File: src/rtl/beta_if_prefetch_buffer_pkg.sv
// Shared types and constants for the beta IF-stage prefetch buffer.
// Imported by the interface, the FIFO and the top.
package beta_if_prefetch_buffer_pkg;

    localparam int unsigned XLEN        = 32;
    localparam int unsigned INSTR_BYTES = 4;

    typedef logic [31:0] instr_word_t;

    typedef enum logic [1:0] {
        PF_IDLE,
        PF_RUN,
        PF_STOP
    } prefetch_state_e;

endpackage

File: src/rtl/beta_if_prefetch_buffer_if.sv
// Memory fetch bus (req/gnt/rvalid) plus decode handshake of the prefetch buffer.
// Handshakes: a request is accepted on req&gnt, and req/addr hold until then; decode consumes the head on valid&ready.
interface beta_if_prefetch_buffer_if;
    import beta_if_prefetch_buffer_pkg::*;

    logic              instr_req_o;
    logic [XLEN-1:0]   instr_addr_o;
    logic              instr_gnt_i;
    logic              instr_rvalid_i;
    instr_word_t       instr_rdata_i;
    logic              instr_valid_o;
    instr_word_t       instr_rdata_o;
    logic [XLEN-1:0]   pc_o;
    logic              instr_ready_i;

    modport master (
        output instr_req_o, instr_addr_o, instr_valid_o, instr_rdata_o, pc_o,
        input  instr_gnt_i, instr_rvalid_i, instr_rdata_i, instr_ready_i
    );

    modport slave (
        input  instr_req_o, instr_addr_o, instr_valid_o, instr_rdata_o, pc_o,
        output instr_gnt_i, instr_rvalid_i, instr_rdata_i, instr_ready_i
    );

endinterface

File: src/rtl/beta_sync_fifo.sv
// Single-clock FIFO with flush; simultaneous push and pop is legal even when full.
// The head word reads as zero while empty so idle outputs stay quiet.
module beta_sync_fifo #(
    parameter int unsigned WIDTH = 32,
    parameter int unsigned DEPTH = 4
) (
    input  logic                     clk_i,
    input  logic                     rst_ni,
    input  logic                     flush_i,
    input  logic                     push_i,
    input  logic [WIDTH-1:0]         data_i,
    input  logic                     pop_i,
    output logic [WIDTH-1:0]         data_o,
    output logic                     full_o,
    output logic                     empty_o,
    output logic [$clog2(DEPTH):0]   count_o
);

    localparam int unsigned AW = $clog2(DEPTH);

    logic [WIDTH-1:0] mem_q [DEPTH];
    logic [AW-1:0]    wr_ptr_q;
    logic [AW-1:0]    rd_ptr_q;
    logic [AW:0]      count_q;
    logic             do_push;
    logic             do_pop;

    assign full_o  = (count_q == (AW+1)'(DEPTH));
    assign empty_o = (count_q == '0);
    assign count_o = count_q;
    assign data_o  = empty_o ? '0 : mem_q[rd_ptr_q];

    // A full FIFO still accepts a write when the head leaves in the same cycle.
    assign do_push = push_i && (!full_o || pop_i);
    assign do_pop  = pop_i && !empty_o;

    always_ff @(posedge clk_i or negedge rst_ni) begin
        if (!rst_ni) begin
            for (int i = 0; i < int'(DEPTH); i++) begin
                mem_q[i] <= '0;
            end
            wr_ptr_q <= '0;
            rd_ptr_q <= '0;
            count_q  <= '0;
        end else if (flush_i) begin
            wr_ptr_q <= '0;
            rd_ptr_q <= '0;
            count_q  <= '0;
        end else begin
            if (do_push) begin
                mem_q[wr_ptr_q] <= data_i;
                wr_ptr_q        <= wr_ptr_q + 1'b1;
            end
            if (do_pop) begin
                rd_ptr_q <= rd_ptr_q + 1'b1;
            end
            count_q <= count_q + {{AW{1'b0}}, do_push} - {{AW{1'b0}}, do_pop};
        end
    end

endmodule

File: src/rtl/beta_if_prefetch_buffer.sv
// Instruction prefetch unit: credit-limited word fetches into a FIFO, presented to decode as {pc, instr}.
// A branch flushes the FIFO and marks every in-flight response of the old path for discard.
module beta_if_prefetch_buffer
    import beta_if_prefetch_buffer_pkg::*;
#(
    parameter int unsigned DEPTH           = 4,
    parameter int unsigned MAX_OUTSTANDING = 2
) (
    input  logic                       clk_i,
    input  logic                       rst_ni,
    input  logic                       fetch_en_i,
    input  logic [XLEN-1:0]            boot_addr_i,
    input  logic                       branch_i,
    input  logic [XLEN-1:0]            branch_addr_i,
    beta_if_prefetch_buffer_if.master  bus,
    output logic                       busy_o,
    output prefetch_state_e            state_o
);

    localparam int unsigned    CW      = $clog2(DEPTH) + 1;
    localparam logic [CW:0]    DEPTH_W = (CW+1)'(DEPTH);
    localparam logic [CW-1:0]  MAX_W   = CW'(MAX_OUTSTANDING);
    localparam logic [XLEN-1:0] STEP   = XLEN'(INSTR_BYTES);

    prefetch_state_e state_q, state_d;
    logic [XLEN-1:0] fetch_addr_q, fetch_addr_d;
    logic [XLEN-1:0] pc_q, pc_d;
    logic [CW-1:0]   outstanding_q, outstanding_d;
    logic [CW-1:0]   discard_q, discard_d;
    logic            hold_q, hold_d;

    logic [CW-1:0]   fifo_count;
    logic [CW:0]     inflight;
    logic            fifo_full, fifo_empty;
    logic            req, grant, push, pop, start;
    logic [XLEN-1:0] branch_tgt, boot_tgt;
    logic [3:0]      unused_addr_bits;

    assign unused_addr_bits = {branch_addr_i[1:0], boot_addr_i[1:0]};
    assign branch_tgt       = {branch_addr_i[XLEN-1:2], 2'b00};
    assign boot_tgt         = {boot_addr_i[XLEN-1:2], 2'b00};

    assign inflight = {1'b0, fifo_count} + {1'b0, outstanding_q};
    assign req      = hold_q
                   || ((state_q == PF_RUN) && (inflight < DEPTH_W) && (outstanding_q < MAX_W));
    assign grant    = req && bus.instr_gnt_i;
    assign hold_d   = req && !bus.instr_gnt_i;

    // Responses still owed to the old path are dropped here, never pushed.
    assign push  = bus.instr_rvalid_i && !branch_i && (discard_q == '0);
    assign pop   = !fifo_empty && bus.instr_ready_i && !branch_i;
    assign start = (state_q == PF_IDLE) && (state_d == PF_RUN);

    assign outstanding_d = outstanding_q + {{(CW-1){1'b0}}, grant}
                                         - {{(CW-1){1'b0}}, bus.instr_rvalid_i};

    always_comb begin
        state_d = state_q;
        unique case (state_q)
            PF_IDLE: if (fetch_en_i && !branch_i) state_d = PF_RUN;
            PF_RUN:  if (!fetch_en_i && (!req || bus.instr_gnt_i)) state_d = PF_STOP;
            PF_STOP: if ((outstanding_q == '0) && !branch_i) state_d = PF_IDLE;
            default: state_d = PF_IDLE;
        endcase
    end

    always_comb begin
        fetch_addr_d = fetch_addr_q;
        pc_d         = pc_q;
        discard_d    = discard_q;
        if (branch_i) begin
            fetch_addr_d = branch_tgt;
            pc_d         = branch_tgt;
            // Everything still in flight after this cycle belongs to the old path.
            discard_d    = outstanding_d;
        end else begin
            if (start) begin
                fetch_addr_d = boot_tgt;
                pc_d         = boot_tgt;
            end else begin
                if (grant) fetch_addr_d = fetch_addr_q + STEP;
                if (pop)   pc_d         = pc_q + STEP;
            end
            if (bus.instr_rvalid_i && (discard_q != '0)) discard_d = discard_q - 1'b1;
        end
    end

    always_ff @(posedge clk_i or negedge rst_ni) begin
        if (!rst_ni) begin
            state_q       <= PF_IDLE;
            fetch_addr_q  <= '0;
            pc_q          <= '0;
            outstanding_q <= '0;
            discard_q     <= '0;
            hold_q        <= 1'b0;
        end else begin
            state_q       <= state_d;
            fetch_addr_q  <= fetch_addr_d;
            pc_q          <= pc_d;
            outstanding_q <= outstanding_d;
            discard_q     <= discard_d;
            hold_q        <= hold_d;
        end
    end

    beta_sync_fifo #(
        .WIDTH (32),
        .DEPTH (DEPTH)
    ) u_fifo (
        .clk_i   (clk_i),
        .rst_ni  (rst_ni),
        .flush_i (branch_i),
        .push_i  (push),
        .data_i  (bus.instr_rdata_i),
        .pop_i   (pop),
        .data_o  (bus.instr_rdata_o),
        .full_o  (fifo_full),
        .empty_o (fifo_empty),
        .count_o (fifo_count)
    );

    assign bus.instr_req_o   = req;
    assign bus.instr_addr_o  = fetch_addr_q;
    assign bus.instr_valid_o = !fifo_empty;
    assign bus.pc_o          = pc_q;
    assign busy_o            = (state_q != PF_IDLE) || (outstanding_q != '0);
    assign state_o           = state_q;

    no_overflow: assert property (@(posedge clk_i) disable iff (!rst_ni)
        !(push && fifo_full && !pop));
    credit_bound: assert property (@(posedge clk_i) disable iff (!rst_ni)
        (discard_q <= outstanding_q) && (outstanding_q <= MAX_W));

endmodule

File: src/flat_wrapper.sv
// flat-port wrapper written by rule: the top's interface ports become plain ports
module beta_if_prefetch_buffer_flat import beta_if_prefetch_buffer_pkg::*;
#(
    parameter int unsigned DEPTH           = 4,
    parameter int unsigned MAX_OUTSTANDING = 2
)
  (clk_i, rst_ni, fetch_en_i, boot_addr_i, branch_i, branch_addr_i, busy_o, state_o, bus_instr_req_o, bus_instr_addr_o, bus_instr_valid_o, bus_instr_rdata_o, bus_pc_o, bus_instr_gnt_i, bus_instr_rvalid_i, bus_instr_rdata_i, bus_instr_ready_i);
  beta_if_prefetch_buffer_if bus_i ();
  input  logic clk_i;
  input  logic rst_ni;
  input  logic fetch_en_i;
  input  logic [XLEN-1:0] boot_addr_i;
  input  logic branch_i;
  input  logic [XLEN-1:0] branch_addr_i;
  output logic busy_o;
  output prefetch_state_e state_o;
  output wire logic [$bits(bus_i.instr_req_o)-1:0] bus_instr_req_o;
  output wire logic [$bits(bus_i.instr_addr_o)-1:0] bus_instr_addr_o;
  output wire logic [$bits(bus_i.instr_valid_o)-1:0] bus_instr_valid_o;
  output wire logic [$bits(bus_i.instr_rdata_o)-1:0] bus_instr_rdata_o;
  output wire logic [$bits(bus_i.pc_o)-1:0] bus_pc_o;
  input wire logic [$bits(bus_i.instr_gnt_i)-1:0] bus_instr_gnt_i;
  input wire logic [$bits(bus_i.instr_rvalid_i)-1:0] bus_instr_rvalid_i;
  input wire logic [$bits(bus_i.instr_rdata_i)-1:0] bus_instr_rdata_i;
  input wire logic [$bits(bus_i.instr_ready_i)-1:0] bus_instr_ready_i;
  assign bus_instr_req_o = bus_i.instr_req_o;
  assign bus_instr_addr_o = bus_i.instr_addr_o;
  assign bus_instr_valid_o = bus_i.instr_valid_o;
  assign bus_instr_rdata_o = bus_i.instr_rdata_o;
  assign bus_pc_o = bus_i.pc_o;
  assign bus_i.instr_gnt_i = bus_instr_gnt_i;
  assign bus_i.instr_rvalid_i = bus_instr_rvalid_i;
  assign bus_i.instr_rdata_i = bus_instr_rdata_i;
  assign bus_i.instr_ready_i = bus_instr_ready_i;
  beta_if_prefetch_buffer #(.DEPTH(DEPTH), .MAX_OUTSTANDING(MAX_OUTSTANDING)) u_core (.clk_i(clk_i), .rst_ni(rst_ni), .fetch_en_i(fetch_en_i), .boot_addr_i(boot_addr_i), .branch_i(branch_i), .branch_addr_i(branch_addr_i), .bus(bus_i), .busy_o(busy_o), .state_o(state_o));
endmodule
File: config.mk
export PLATFORM = sky130hd
export DESIGN_NAME = beta_if_prefetch_buffer_flat
export DESIGN_NICKNAME = d
export VERILOG_FILES = /design/src/rtl/beta_if_prefetch_buffer_pkg.sv /design/src/rtl/beta_if_prefetch_buffer_if.sv /design/src/rtl/beta_sync_fifo.sv /design/src/rtl/beta_if_prefetch_buffer.sv /design/src/flat_wrapper.sv
export SDC_FILE = /design/constraint.sdc
export NUM_CORES = 1
export LEC_CHECK = 0
export BUFFER_PORTS_ARGS = -buffer_cell sky130_fd_sc_hd__clkbuf_2
export CORE_AREA = 3 3 132 146
export DETAILED_ROUTE_END_ITERATION = 8
export DIE_AREA = 0 0 135 149
export PLACE_DENSITY = 0.95
export REMOVE_ABC_BUFFERS = 1
export SYNTH_ARGS = -nofsm -noshare
export SYNTH_HDL_FRONTEND = slang
export SYNTH_SLANG_ARGS = --single-unit
File: constraint.sdc
create_clock -name clk_i -period 4.9 [get_ports clk_i]
set_clock_uncertainty 0.05 [all_clocks]
set_input_delay 0.245 -clock clk_i [delete_from_list [all_inputs] [get_ports clk_i]]
set_output_delay 0.245 -clock clk_i [all_outputs]
set_load 0.1 [all_outputs]
==> run metrics <==
Clock H-tree levels=1; critical path capture point type=flip-flop; Setup crit start=u_core.u_fifo.count_o[2]; CP cell instances=ha_1, nor4b_1, a31oi_1, inv_1, nand2_1, inv_2, ha_1, inv_1, fa_1, xor2_1, nand2_1, o21ai_0; largest net degree at the start of global routing=roughly 110; total gr overflow=0; Seq/Total Area, Yosys=0.478; RSZ-0062 raised after global routing=false; Routed Antenna Nets=0; Die ar.=0.0201 mm²; Yosys top cell area share=0.478; P&R area growth vs syn=19.9%; Die Width=around 140 µm; Mapped Cells=approximately 910; Top delay family on crit path=adder cells; R2R Path Start=u_core.u_fifo.count_o[2]; MaxCap Viol Count=0; number of global-route vias before repair=9042; Initial Utilization=0.600; fill count=between 1000 and 1500; dominant synthesized flop cell=dfrtp_1; first-pass iteration count of the detailed router=7; CP Class=flip-flop to flip-flop; worst endpoint required time=around 5200 ps; Synth area leaders=dfrtp_1, mux2_2, mux4_2; DR vias=between 8000 and 9000; Worst Hold Class=input pin to flip-flop; I/O pin total=about 200; DRC Markers=0; Yosys cell types=64; GRT Overall Usage=0.296; Period minus WS final=between 3000 and 4000 ps; status=finished, final reports clean; Clk Latency, worst-skew pair=490 ps; overall power=about 8.4 mW; power density cells=approximately 650 mW/mm²; cts bufs inserted=22; Worst path max stage delay=between 400 and 500 ps; DR WL/cell=approximately 22 µm; layout cell share with drive strength beyond 1=0.343; # rows=51; # diodes=0; first-pass GRT wire length=between 40000 and 50000 µm; synthesized flop and latch total=~200; slowest CP cell=dfrtp_1; initial antenna violation count=0; Synth warnings=0; CP Buf/Inv Count=3; Final Cycle Share=0.669; nets=around 1200; leading area contributor after synthesis=dfrtp_1; total leakage power=about 6.1 nW; Max VDD drop=0.000756 V; Post-synth top cells=dfrtp_1, mux2_2, a21oi_1; synthesized area=0.0107 mm²; worst min-delay path startpoint=boot_addr_i[30]; detailed placement HPWL=19600 µm; critical path startpoint category=flip-flop; final setup violation count=0; asr flop ratio synth=1.00; DR iter-0 viols=between 500 and 600; Root Driver=clkbuf_16; final wirelength=approximately 30000 µm; crit-path max FO=12; count leader, synth=dfrtp_1; CTS Sinks=around 200; Peak Freq=305 MHz; clk slew on worst S/H paths=around 60 ps; post-cts resize count=0; slew margin rel.=0.142; TritonCTS clock tree=yes; TNS Setup=0 ps; crit path DAT=approximately 3600 ps; worst slew pin tran=between 1000 and 1500 ps; vias per cell=between 6 and 7; CTS max path bufs=3; Max Slew Vio Count=0; gp weighted congestion=1.00; Synth Area per Inst=11.7 µm²; core area=between 0.015 and 0.02 mm²; die height=149 µm; Final Hold Viols=0; Port Buffer Count=approximately 200; Post-synth EDFFs=0
-- what timing repair did --
action / in CTS / in global routing
buffers inserted: 0 / 0
endpoints found under the hold margin: 195 / 0
hold buffers: 34 / 0
-- layout make-up --
cell class	count	area, µm²	share of cell area
multi-input cells	636	5200	0.406
flip-flops and latches	204	5110	0.399
repair buffers	238	1410	0.110
clock buffers	34	657	0.0513
well taps	238	298	0.0232
inverters	24	90.1	0.00703
clock inverters	5	52.6	0.00410
-- stage by stage --
step / std cells / setup WS [ps] / utilization / hold WS, ps / instance area [µm²]
4_1_cts: 1379 / 1660 / 0.719 / 20.8 / 12800
5_1_grt: 1379 / 1410 / 0.719 / 49.6 / 12800
2_1_floorplan: 864 / 1200 / - / -101 / 10400
3_5_place_dp: 1306 / 1700 / 0.660 / 329 / 11800
3_3_place_gp: 1306 / 1780 / 0.660 / 331 / 11800
6_report: 1379 / 1620 / 0.719 / 39.2 / 12800
-- state kept, by name (all words and copies together) (netlist names) --
register / count
u_core.bus.instr_addr_o: 30
u_core.bus.pc_o: 30
u_core.discard_q: 3
u_core.hold_q: 1
u_core.outstanding_q: 3
u_core.state_o: 2
u_core.u_fifo.count_o: 3
u_core.u_fifo.mem_q: 128
u_core.u_fifo.rd_ptr_q: 2
u_core.u_fifo.wr_ptr_q: 2
-- worst min-delay path, stage by stage --
cell and delay, ps:
clkbuf_2 70, a22oi_1 110, o21ai_0 110
-- worst paths after layout --
kind | slack [ps] | cells after the start | end
setup / recovery | 1620 | 12 | u_core.discard_q[2]
hold / removal | 40 | 3 | u_core.bus.pc_o[30]
setup reg to reg | 1620 | 12 | u_core.discard_q[2]
hold reg to reg | 440 | 1 | u_core.u_fifo.mem_q[8]
max in group asynchronous | 3370 | 3 | u_core.u_fifo.mem_q[26]
min in group asynchronous | 350 | 2 | u_core.u_fifo.mem_q[94]
-- layout by cell type (no fill, tap or decap), types with 27 or more instances in the layout --
cell           netlist  routed
nor2_1              43      43
nand2_1             41      41
mux2_1              28      28
clkbuf_2             0     194
a21oi_1             73      72
o21ai_0             32      32
dlygate4sd3_1        0      34
a22oi_1             27      27
mux4_2              32      32
mux2_2             100     100
and2_1              35      35
dfrtp_1            204     202
-- power breakdown --
| part | switching [mW] | internal, mW | total [mW] | leakage (nW) |
|---|---|---|---|---|
| Sequential | 0.451 | 2.08 | 2.53 | 2.69 |
| Combinational | 3.17 | 1.03 | 4.21 | 3.08 |
| Clock | 0.658 | 0.973 | 1.63 | 0.346 |
-- logic make-up (layout without fill, tap and decap cells) --
kind of cell	Yosys count	in the layout	share of synthesized area
other	1	4	0.000351
AOI/OAI and AO/OA	216	216	0.132
and+or+nand+nor	230	230	0.122
DFF	204	204	0.478
adders and majority gates	17	17	0.0213
xor gates and xnor gates	8	8	0.00656
buffers and inverters	76	301	0.0368
muxes	161	161	0.203
-- layer usage --
layer  vias to the layer above  share of wire  global-route usage
li1                       3860              -                   -
met5                         -              0                   0
met3                       109          0.093              0.0496
met2                       568           0.50               0.504
met4                         0          0.045               0.127
met1                      4304           0.37               0.375
Note: power is estimated with default switching activity, not from simulation.
